### src/rtl/tts_pkg.sv
// Shared definitions for the truth-table sweeper: FSM state encoding and table sizing helper.
package tts_pkg;

    typedef enum logic [1:0] {
        ST_IDLE   = 2'd0,
        ST_SETTLE = 2'd1,
        ST_SAMPLE = 2'd2,
        ST_DONE   = 2'd3
    } tts_state_e;

    // Number of entries in a truth table for a function of n inputs.
    function automatic int unsigned tbl_width(input int unsigned n);
        return 32'd1 << n;
    endfunction

endpackage

### src/rtl/tts_settle_timer.sv
// Loadable down-counter that paces how long each input vector is held before it is sampled.
module tts_settle_timer #(
    parameter int CNT_W = 1
) (
    input  logic             clk,
    input  logic             rst,
    input  logic             load,
    input  logic [CNT_W-1:0] load_val,
    input  logic             dec,
    output logic             zero
);

    logic [CNT_W-1:0] cnt_r;

    // Counter register: load has priority, decrement saturates at zero.
    always_ff @(posedge clk) begin
        if (rst) begin
            cnt_r <= {CNT_W{1'b0}};
        end else if (load) begin
            cnt_r <= load_val;
        end else if (dec && (cnt_r != {CNT_W{1'b0}})) begin
            cnt_r <= cnt_r - {{(CNT_W-1){1'b0}}, 1'b1};
        end else begin
            cnt_r <= cnt_r;
        end
    end

    assign zero = (cnt_r == {CNT_W{1'b0}});

endmodule

### src/rtl/truth_table_sweeper.sv
// Exhaustive stimulus/capture engine for a small combinational function; compares against EXPECTED.
// Optional build macro TTS_STOP_ON_FAIL_EN ends the sweep at the first mismatching vector.
module truth_table_sweeper
    import tts_pkg::*;
#(
    parameter int N_IN          = 4,
    parameter int SETTLE_CYCLES = 1,
    parameter logic [tbl_width(N_IN)-1:0] EXPECTED = 16'h1F55
) (
    input  logic                       clk,
    input  logic                       rst,
    input  logic                       start,
    input  logic                       dut_f,
    output logic [N_IN-1:0]            vec_out,
    output logic                       busy,
    output logic                       done,
    output logic                       pass,
    output logic [tbl_width(N_IN)-1:0] table_out,
    output logic [tbl_width(N_IN)-1:0] mismatch_mask,
    output logic [N_IN:0]              err_count
);

    localparam int TBL_W = tbl_width(N_IN);
    localparam int CNT_W = $clog2(SETTLE_CYCLES) + 1;
    localparam logic [CNT_W-1:0] SETTLE_RELOAD = CNT_W'(SETTLE_CYCLES - 1);
    localparam logic [N_IN-1:0]  VEC_ONE       = N_IN'(32'd1);
    localparam logic [N_IN-1:0]  VEC_LAST      = N_IN'(TBL_W - 1);

    tts_state_e         state_r;
    tts_state_e         state_next_s;
    logic [N_IN-1:0]    vec_r;
    logic               busy_r;
    logic               done_r;
    logic               pass_r;
    logic [TBL_W-1:0]   table_r;
    logic [TBL_W-1:0]   mask_r;
    logic [N_IN:0]      err_r;

    logic               miss_s;
    logic               last_s;
    logic               stop_s;
    logic [N_IN:0]      err_next_s;
    logic               timer_load_s;
    logic               timer_dec_s;
    logic               timer_zero_s;

    assign miss_s     = dut_f ^ EXPECTED[vec_r];
    assign last_s     = (vec_r == VEC_LAST);
    assign err_next_s = err_r + {{N_IN{1'b0}}, miss_s};

`ifdef TTS_STOP_ON_FAIL_EN
    assign stop_s = miss_s;
`else
    assign stop_s = 1'b0;
`endif

    tts_settle_timer #(
        .CNT_W (CNT_W)
    ) u_settle_timer (
        .clk      (clk),
        .rst      (rst),
        .load     (timer_load_s),
        .load_val (SETTLE_RELOAD),
        .dec      (timer_dec_s),
        .zero     (timer_zero_s)
    );

    // FSM state register.
    always_ff @(posedge clk) begin
        if (rst) begin
            state_r <= ST_IDLE;
        end else begin
            state_r <= state_next_s;
        end
    end

    // FSM next-state logic.
    always_comb begin
        state_next_s = state_r;
        case (state_r)
            ST_IDLE: begin
                if (start) begin
                    state_next_s = ST_SETTLE;
                end else begin
                    state_next_s = ST_IDLE;
                end
            end
            ST_SETTLE: begin
                if (timer_zero_s) begin
                    state_next_s = ST_SAMPLE;
                end else begin
                    state_next_s = ST_SETTLE;
                end
            end
            ST_SAMPLE: begin
                if (last_s || stop_s) begin
                    state_next_s = ST_DONE;
                end else begin
                    state_next_s = ST_SETTLE;
                end
            end
            ST_DONE: begin
                state_next_s = ST_IDLE;
            end
            default: begin
                state_next_s = ST_IDLE;
            end
        endcase
    end

    // FSM control outputs driving the settle timer.
    always_comb begin
        timer_load_s = 1'b0;
        timer_dec_s  = 1'b0;
        case (state_r)
            ST_IDLE: begin
                timer_load_s = start;
            end
            ST_SETTLE: begin
                timer_dec_s = ~timer_zero_s;
            end
            ST_SAMPLE: begin
                timer_load_s = (state_next_s == ST_SETTLE);
            end
            ST_DONE: begin
                timer_load_s = 1'b0;
            end
            default: begin
                timer_load_s = 1'b0;
                timer_dec_s  = 1'b0;
            end
        endcase
    end

    // Vector generation, capture and comparison; verdict is registered on the way into DONE
    // so it already includes the final sample.
    always_ff @(posedge clk) begin
        if (rst) begin
            vec_r   <= {N_IN{1'b0}};
            pass_r  <= 1'b0;
            table_r <= {TBL_W{1'b0}};
            mask_r  <= {TBL_W{1'b0}};
            err_r   <= {(N_IN+1){1'b0}};
        end else begin
            case (state_r)
                ST_IDLE: begin
                    if (start) begin
                        vec_r   <= {N_IN{1'b0}};
                        pass_r  <= 1'b0;
                        table_r <= {TBL_W{1'b0}};
                        mask_r  <= {TBL_W{1'b0}};
                        err_r   <= {(N_IN+1){1'b0}};
                    end
                end
                ST_SAMPLE: begin
                    table_r[vec_r] <= dut_f;
                    mask_r[vec_r]  <= miss_s;
                    err_r          <= err_next_s;
                    if (state_next_s == ST_DONE) begin
                        pass_r <= (err_next_s == {(N_IN+1){1'b0}});
                    end else begin
                        vec_r <= vec_r + VEC_ONE;
                    end
                end
                default: begin
                    vec_r <= vec_r;
                end
            endcase
        end
    end

    // Status flags follow the state being entered so they line up with it.
    always_ff @(posedge clk) begin
        if (rst) begin
            busy_r <= 1'b0;
            done_r <= 1'b0;
        end else begin
            busy_r <= (state_next_s != ST_IDLE);
            done_r <= (state_next_s == ST_DONE);
        end
    end

    assign vec_out       = vec_r;
    assign busy          = busy_r;
    assign done          = done_r;
    assign pass          = pass_r;
    assign table_out     = table_r;
    assign mismatch_mask = mask_r;
    assign err_count     = err_r;

endmodule

### config.mk
export PLATFORM = sky130hd
export DESIGN_NAME = truth_table_sweeper
export DESIGN_NICKNAME = d
export VERILOG_FILES = /design/src/rtl/tts_pkg.sv /design/src/rtl/tts_settle_timer.sv /design/src/rtl/truth_table_sweeper.sv
export SDC_FILE = /design/constraint.sdc
export NUM_CORES = 1
export LEC_CHECK = 0
export CORE_MARGIN = 5
export CORE_UTILIZATION = 50
export CTS_CLUSTER_SIZE = 28
export DETAILED_ROUTE_END_ITERATION = 16
export HOLD_SLACK_MARGIN = 0.06
export PLACE_DENSITY_LB_ADDON = 0.25
export SLEW_MARGIN = 5
export SYNTH_ARGS = -nofsm -noshare
export SYNTH_HDL_FRONTEND = slang
export SYNTH_SLANG_ARGS = --single-unit
### constraint.sdc
create_clock -name clk -period 2.05 [get_ports clk]
set_input_delay 0.41 -clock clk [delete_from_list [all_inputs] [get_ports clk]]
set_output_delay 0.41 -clock clk [all_outputs]
set_load 0.05 [all_outputs]
==> results of run 1 <==
[power groups by stage]
stage	clock [mW]	sequential, mW	combinational, mW
after floorplan	0	0.977	0.0922
after global placement	0	0.970	0.152
after detailed placement	0	0.970	0.153
after CTS	0.591	0.948	0.154
after global routing	0.624	0.950	0.169
final	0.566	0.948	0.155
[metrics by stage]
stage	power (mW)	instance area (µm²)	util	setup TNS (ns)	std cells
2_1_floorplan	1.07	2230	-	0	252
3_3_place_gp	1.12	2790	0.641	-0.0713	350
3_5_place_dp	1.12	2790	0.641	-0.347	350
4_1_cts	1.69	2880	0.661	0	358
5_1_grt	1.74	2880	0.662	0	358
6_report	1.67	2880	0.662	0	358
[kinds of logic after synthesis]
family	count (synthesis)
adders and majority gates	6
xor gates and xnor gates	5
muxes	8
buffers and inverters	22
AOI/OAI and AO/OA	53
and+or+nand+nor	110
DFF	48
[state kept, by name, summed over array words and instances (netlist names), named ones only]
name and flops:
mismatch_mask 16, table_out 16, done 1, state_r 2, vec_out 4, u_settle_timer.cnt_r 1
pass 1, err_count 5, busy 1
[how the worst min path moves through the flow]
stage	startpoint	end	slack, ns	cells past startpoint
3_5_place_dp	table_out[6]	table_out[6]	0.46	2
2_1_floorplan	u_settle_timer.cnt_r	state_r[0]	0.50	2
5_1_grt	mismatch_mask[10]	mismatch_mask[10]	0.51	2
6_report	table_out[6]	table_out[6]	0.47	2
4_1_cts	table_out[6]	table_out[6]	0.47	2
3_3_place_gp	mismatch_mask[10]	mismatch_mask[10]	0.45	2
[metal layers]
layer	vias up	track usage	part of all wire	wire length, µm
li1	1006	-	-	-
met2	58	0.272	0.46	2350
met3	7	0.0398	0.057	292
met4	0	0.0804	0.016	80
met5	-	0	0	0
met1	916	0.249	0.47	2410
[synthesized netlist by cell type (4+ instances only)]
master                     number
sky130_fd_sc_hd__nand2_1       14
sky130_fd_sc_hd__clkbuf_1       7
sky130_fd_sc_hd__o21ai_0       11
sky130_fd_sc_hd__and3b_1        5
sky130_fd_sc_hd__a22oi_1       20
sky130_fd_sc_hd__nor2_1        40
sky130_fd_sc_hd__nand2b_1       4
sky130_fd_sc_hd__nand3_1       14
sky130_fd_sc_hd__ha_1           6
sky130_fd_sc_hd__mux2_2         8
sky130_fd_sc_hd__and3_1         4
sky130_fd_sc_hd__buf_2          6
sky130_fd_sc_hd__dfxtp_1       48
sky130_fd_sc_hd__a21oi_1       12
[layout make-up]
type | instances | area, µm² | area share
Multi-Input combinational cell | 182 | 1150 | 0.401
Sequential cell | 48 | 961 | 0.333
Clock buffer | 8 | 90.1 | 0.0313
Tap cell | 52 | 65.1 | 0.0226
Inverter | 3 | 11.3 | 0.00391
Timing Repair Buffer | 65 | 601 | 0.208
==> flow_metrics.py, run 1 <==
metrics = {
    "outcome": {
        "outcome": "finished, final reports clean",
    },
    "synthesis": {
        "netlist_area_um2": 2230,
        "synth.top_cell.area_share": 0.431,
        "synthesis.area_per_instance_um2": 8.85,
        "synth_cell_types": 43,
        "combinational_family_with_the_most_area_after_synthesis": "simple AND/OR/NAND/NOR gates",
        "synth_mux_area_frac": 0.0404,
        "synth_largest_area_cell": "sky130_fd_sc_hd__dfxtp_1",
        "synth_simple_gate_area_frac": 0.261,
        "synth-adder-area-share": 0.0337,
        "ys_warn_count": 0,
        "ys_dominant_reg_cell": "sky130_fd_sc_hd__dfxtp_1",
        "synth.ff_latch_count": 48,
        "synth_compound_gate_area_share": 0.163,
        "synthCells": 252,
        "synth_edf_count": 0,
        "netlist_top_cells_area": "sky130_fd_sc_hd__dfxtp_1, sky130_fd_sc_hd__a22oi_1, sky130_fd_sc_hd__nor2_1, sky130_fd_sc_hd__mux2_2, sky130_fd_sc_hd__ha_1",
        "synth_sequential_area_ratio": 0.431,
        "post_synth_xor_area_fraction": 0.0196,
        "synth_fp_nets": 262,
        "asyncSetResetFlopFracSynth": 0,
    },
    "clock_network": {
        "h-tree-depth": 2,
        "cts.root.buffer_cell": "sky130_fd_sc_hd__clkbuf_8",
        "gates_resized_cts_repair": 0,
        "post_cts_hold_buffer_count": 0,
        "worstSkewPairLatency_ns": 0.30,
        "tritoncts": "built",
        "tritoncts.num_buffers": 5,
        "cts_setup_buffers": 0,
        "cts_num_sinks": 48,
        "clk_pin_slew_worst_paths_ns": 0.08,
        "clock_tree.buffer_depth": 2,
    },
    "timing": {
        "max_freq_ghz": 0.510,
        "clock-skew-final_ns": 0.0103,
        "timing.slew.headroom": 0.665,
        "slew_viol_final": 0,
        "tightest_slew_ns": 0.501,
        "final-hold-violation-count": 0,
        "finalCriticalPeriod_ns": 1.96,
        "grt_setup_unrepaired": "no",
        "finalCritPeriodShare": 0.957,
        "timing.hold.ws_ns": 0.472,
        "setup_slack_ns": 0.0889,
        "final_setup_violating_endpoints": 0,
    },
    "worst_setup_path": {
        "cp_slowest_cell": "sky130_fd_sc_hd__clkdlybuf4s50_1",
        "critical_path.cell_chain": "clkdlybuf4s50_1",
        "r2r_slack_ns": 0.31,
        "max_stage_delay_ns": 0.84,
        "worst_ep_arrival_time_ns": 1.55,
        "cpLargestDelayFamily": "buffers and inverters",
        "cp-endpoint": "vec_out[0]",
        "critical_path_stages": 1,
        "cp.required_ns": 1.64,
        "cp-startpoint": "vec_out[0]",
        "worst_r2r_endpoint": "mismatch_mask[15]",
        "type_of_destination_of_the_critical_path": "primary output",
        "timing.setup.critical_path_class": "flip-flop to primary output",
        "cp_max_fo": 5,
        "number_of_buffers_and_inverters_on_the_critical_path": 1,
        "rr_startpoint": "state_r[1]",
        "worstRegToRegCells": 4,
        "startpoint_type": "flip-flop",
    },
    "grt": {
        "pin_count_of_the_biggest_net_entering_global_routing": 22,
        "first_pass_grt_wire_length_um": 8930,
        "via_count_of_the_first_global_routing_pass": 1868,
        "grt_usage": 0.181,
        "number_of_antenna_violations_at_the_first_check_in_global_routing": 0,
        "grt_overflow_total": 0,
    },
    "power_and_ir_drop": {
        "peakVddDrop_v": 0.000462,
        "cellInternalPower_mw": 1.27,
        "power_density_nw_per_um2": 579,
        "power.sequential.fraction": 0.568,
        "switchingPower_mw": 0.395,
        "static-leakage-power_nw": 1.09,
        "power_frac_comb": 0.093,
        "switching_share": 0.237,
        "clock_power_share": 0.339,
    },
    "floorplanning": {
        "floorplan.io_pins": 48,
        "fp.dieW_um": 76.8,
        "die_height_um": 76.8,
        "area_of_the_die_um2": 5900,
        "start_util": 0.512,
        "floorplan.rows": 24,
        "coreArea_um2": 4350,
    },
    "finish": {
        "num_antenna_cells": 0,
        "nFillCells": 391,
        "area_delta_synth_final_pct": 29.2,
        "final_common_cell": "sky130_fd_sc_hd__dfxtp_1",
        "most-common-layout-cells": "sky130_fd_sc_hd__dfxtp_1, sky130_fd_sc_hd__clkdlybuf4s50_1, sky130_fd_sc_hd__nor2_1, sky130_fd_sc_hd__buf_4, sky130_fd_sc_hd__a22oi_1",
        "final_nets": 315,
        "share_of_cells_above_drive_strength_1": 0.137,
    },
    "drt": {
        "avgRoutedWirePerCell_um": 14.3,
        "ant_nets": 0,
        "routed-via-count": 1987,
        "wl_um": 5130,
        "vias_per_cell": 5.55,
        "detail_route.drc_violations": 0,
        "drt_iter0_drc": 176,
        "drtPass1Iterations": 6,
    },
    "min_path": {
        "hold_path.class": "flip-flop to flip-flop",
    },
    "run": {
        "max_cap_violation_count": 0,
    },
    "placed_design": {
        "place_worst_setup_slack_ns": -0.197,
        "gp_congestion": 0.874,
        "numPortBuffers": 47,
        "dp.final_hpwl_um": 3720,
    },
}
No activity file was read; power rests on OpenSTA's default activity.
==> inputs of run 2 (changes only) <==
--- a/config.mk
+++ b/config.mk
@@ -5,6 +5,7 @@
 export SDC_FILE = /design/constraint.sdc
 export NUM_CORES = 1
 export LEC_CHECK = 0
+export CORE_ASPECT_RATIO = 2
 export CORE_MARGIN = 5
 export CORE_UTILIZATION = 50
 export CTS_CLUSTER_SIZE = 28
==> run 2 against run 1 <==
  * Clock power is 2% higher
  * Largest cell class unchanged
  * Critical path type unchanged
  * Core utilization grew 0.72 points
  * Fmax down 2.3%
  * Largest power group unchanged
==> flow_metrics.py, run 2 (synthesized netlist as in run 1, its figures left out) <==
metrics = {
    "floorplanning": {
        "start_util": 0.514,
        "fp.dieW_um": 57.2,
        "floorplan.io_pins": 48,
        "die_height_um": 104,
        "area_of_the_die_um2": 5980,
        "coreArea_um2": 4340,
        "floorplan.rows": 34,
    },
    "placed_design": {
        "dp.final_hpwl_um": 4320,
        "numPortBuffers": 47,
        "placed_cell_area_um2": 2800,
        "gp_congestion": 0.893,
    },
    "drt": {
        "ant_nets": 0,
        "drtPass1Iterations": 5,
        "vias_per_cell": 5.59,
        "detail_route.drc_violations": 0,
        "routed-via-count": 2008,
        "drt_iter0_drc": 62,
        "wl_um": 5870,
        "avgRoutedWirePerCell_um": 16.3,
    },
    "timing": {
        "final-hold-violation-count": 0,
        "finalCritPeriodShare": 0.979,
        "clock-skew-final_ns": 0.00271,
        "max_freq_ghz": 0.498,
        "grt_setup_unrepaired": "no",
        "timing.slew.headroom": 0.646,
        "final_setup_violating_endpoints": 0,
        "tightest_slew_ns": 0.529,
        "slew_viol_final": 0,
        "finalCriticalPeriod_ns": 2.01,
    },
    "grt": {
        "globalRoute.busiestLayer": "met2",
        "first_pass_grt_wire_length_um": 10100,
        "number_of_antenna_violations_at_the_first_check_in_global_routing": 0,
        "pin_count_of_the_biggest_net_entering_global_routing": 20,
        "globalRouteMet3Util": 0.0360,
        "via_count_of_the_first_global_routing_pass": 2135,
        "grt_usage": 0.211,
        "grt.met1_usage": 0.234,
        "grt_overflow_total": 0,
        "grt_util_met2": 0.372,
    },
    "finish": {
        "final_nets": 314,
        "multiInputGateArea_um2": 1170,
        "seqCellArea_um2": 961,
        "share_of_cells_above_drive_strength_1": 0.141,
        "nFillCells": 383,
        "most-common-layout-cells": "sky130_fd_sc_hd__dfxtp_1, sky130_fd_sc_hd__clkdlybuf4s50_1, sky130_fd_sc_hd__nor2_1, sky130_fd_sc_hd__a22oi_1, sky130_fd_sc_hd__buf_4",
        "area_delta_synth_final_pct": 30.2,
        "num_antenna_cells": 0,
        "fin_util": 0.669,
        "final_cell_area_um2": 2900,
        "final_common_cell": "sky130_fd_sc_hd__dfxtp_1",
    },
    "worst_setup_path": {
        "max_stage_delay_ns": 0.85,
        "timing.setup.critical_path_class": "flip-flop to primary output",
        "critical_path.cell_chain": "clkdlybuf4s50_1",
        "cp_slowest_cell": "sky130_fd_sc_hd__clkdlybuf4s50_1",
        "cp_max_fo": 5,
        "number_of_buffers_and_inverters_on_the_critical_path": 1,
        "startpoint_type": "flip-flop",
        "type_of_destination_of_the_critical_path": "primary output",
        "worst_ep_arrival_time_ns": 1.60,
        "cp.required_ns": 1.64,
        "cpLargestDelayFamily": "buffers and inverters",
    },
    "power_and_ir_drop": {
        "peakVddDrop_v": 0.000529,
        "power.total_mw": 1.68,
        "static-leakage-power_nw": 1.09,
        "power_density_nw_per_um2": 580,
    },
    "clock_network": {
        "tritoncts": "built",
        "clock_tree.buffer_depth": 2,
        "clk_pin_slew_worst_paths_ns": 0.08,
        "h-tree-depth": 2,
        "cts.root.buffer_cell": "sky130_fd_sc_hd__clkbuf_8",
        "post_cts_hold_buffer_count": 0,
        "cts_num_sinks": 48,
        "cts_setup_buffers": 0,
        "tritoncts.num_buffers": 5,
        "worstSkewPairLatency_ns": 0.30,
    },
    "run": {
        "max_cap_violation_count": 0,
    },
    "outcome": {
        "outcome": "finished, final reports clean",
    },
    "min_path": {
        "hold_path.class": "flip-flop to flip-flop",
    },
}
-- run 2: area by class of cell --
class	instances	area share
repair buffers	64	0.209
well taps	54	0.0233
multi-input cells	182	0.402
inverters	3	0.00388
flip-flops and latches	48	0.331
clock buffers	8	0.0310
-- run 2: path summary, 6_finish.rpt --
path | endpoint | from | slack (ns) | cells past startpoint
worst min register to register | mismatch_mask[10] | mismatch_mask[10] | 0.48 | 2
worst min-delay path | mismatch_mask[10] | mismatch_mask[10] | 0.48 | 2
worst max-delay path | vec_out[0] | vec_out[0] | 0.04 | 1
worst max register to register | mismatch_mask[0] | state_r[1] | 0.26 | 4
-- run 2: power breakdown --
part,switching (mW),internal (mW)
Combinational,0.0975,0.0605
Sequential,0.0111,0.938
Clock,0.302,0.275
Total,0.410,1.27
-- run 2: per-layer routing --
layer	vias up	share of wire
met5	-	0
met4	0	0.021
li1	995	-
met3	11	0.036
met2	46	0.55
met1	956	0.39
-- run 2: stage by stage --
step           setup TNS (ns)  setup slack, ns  hold slack [ns]  std cells
6_report                    0           0.0430            0.478        359
5_1_grt                     0          0.00549            0.518        359
4_1_cts                     0           0.0218            0.481        359
3_5_place_dp           -0.333           -0.198            0.469        351
3_3_place_gp           -0.228           -0.130            0.460        351
2_1_floorplan               0           0.0861            0.497        252
-- run 2: repair_timing --
action / 4_1_cts / 5_1_grt
gates resized for setup: 0 / 4
endpoints found under the setup margin: 0 / 2
endpoints found under the hold margin: 0 / 0
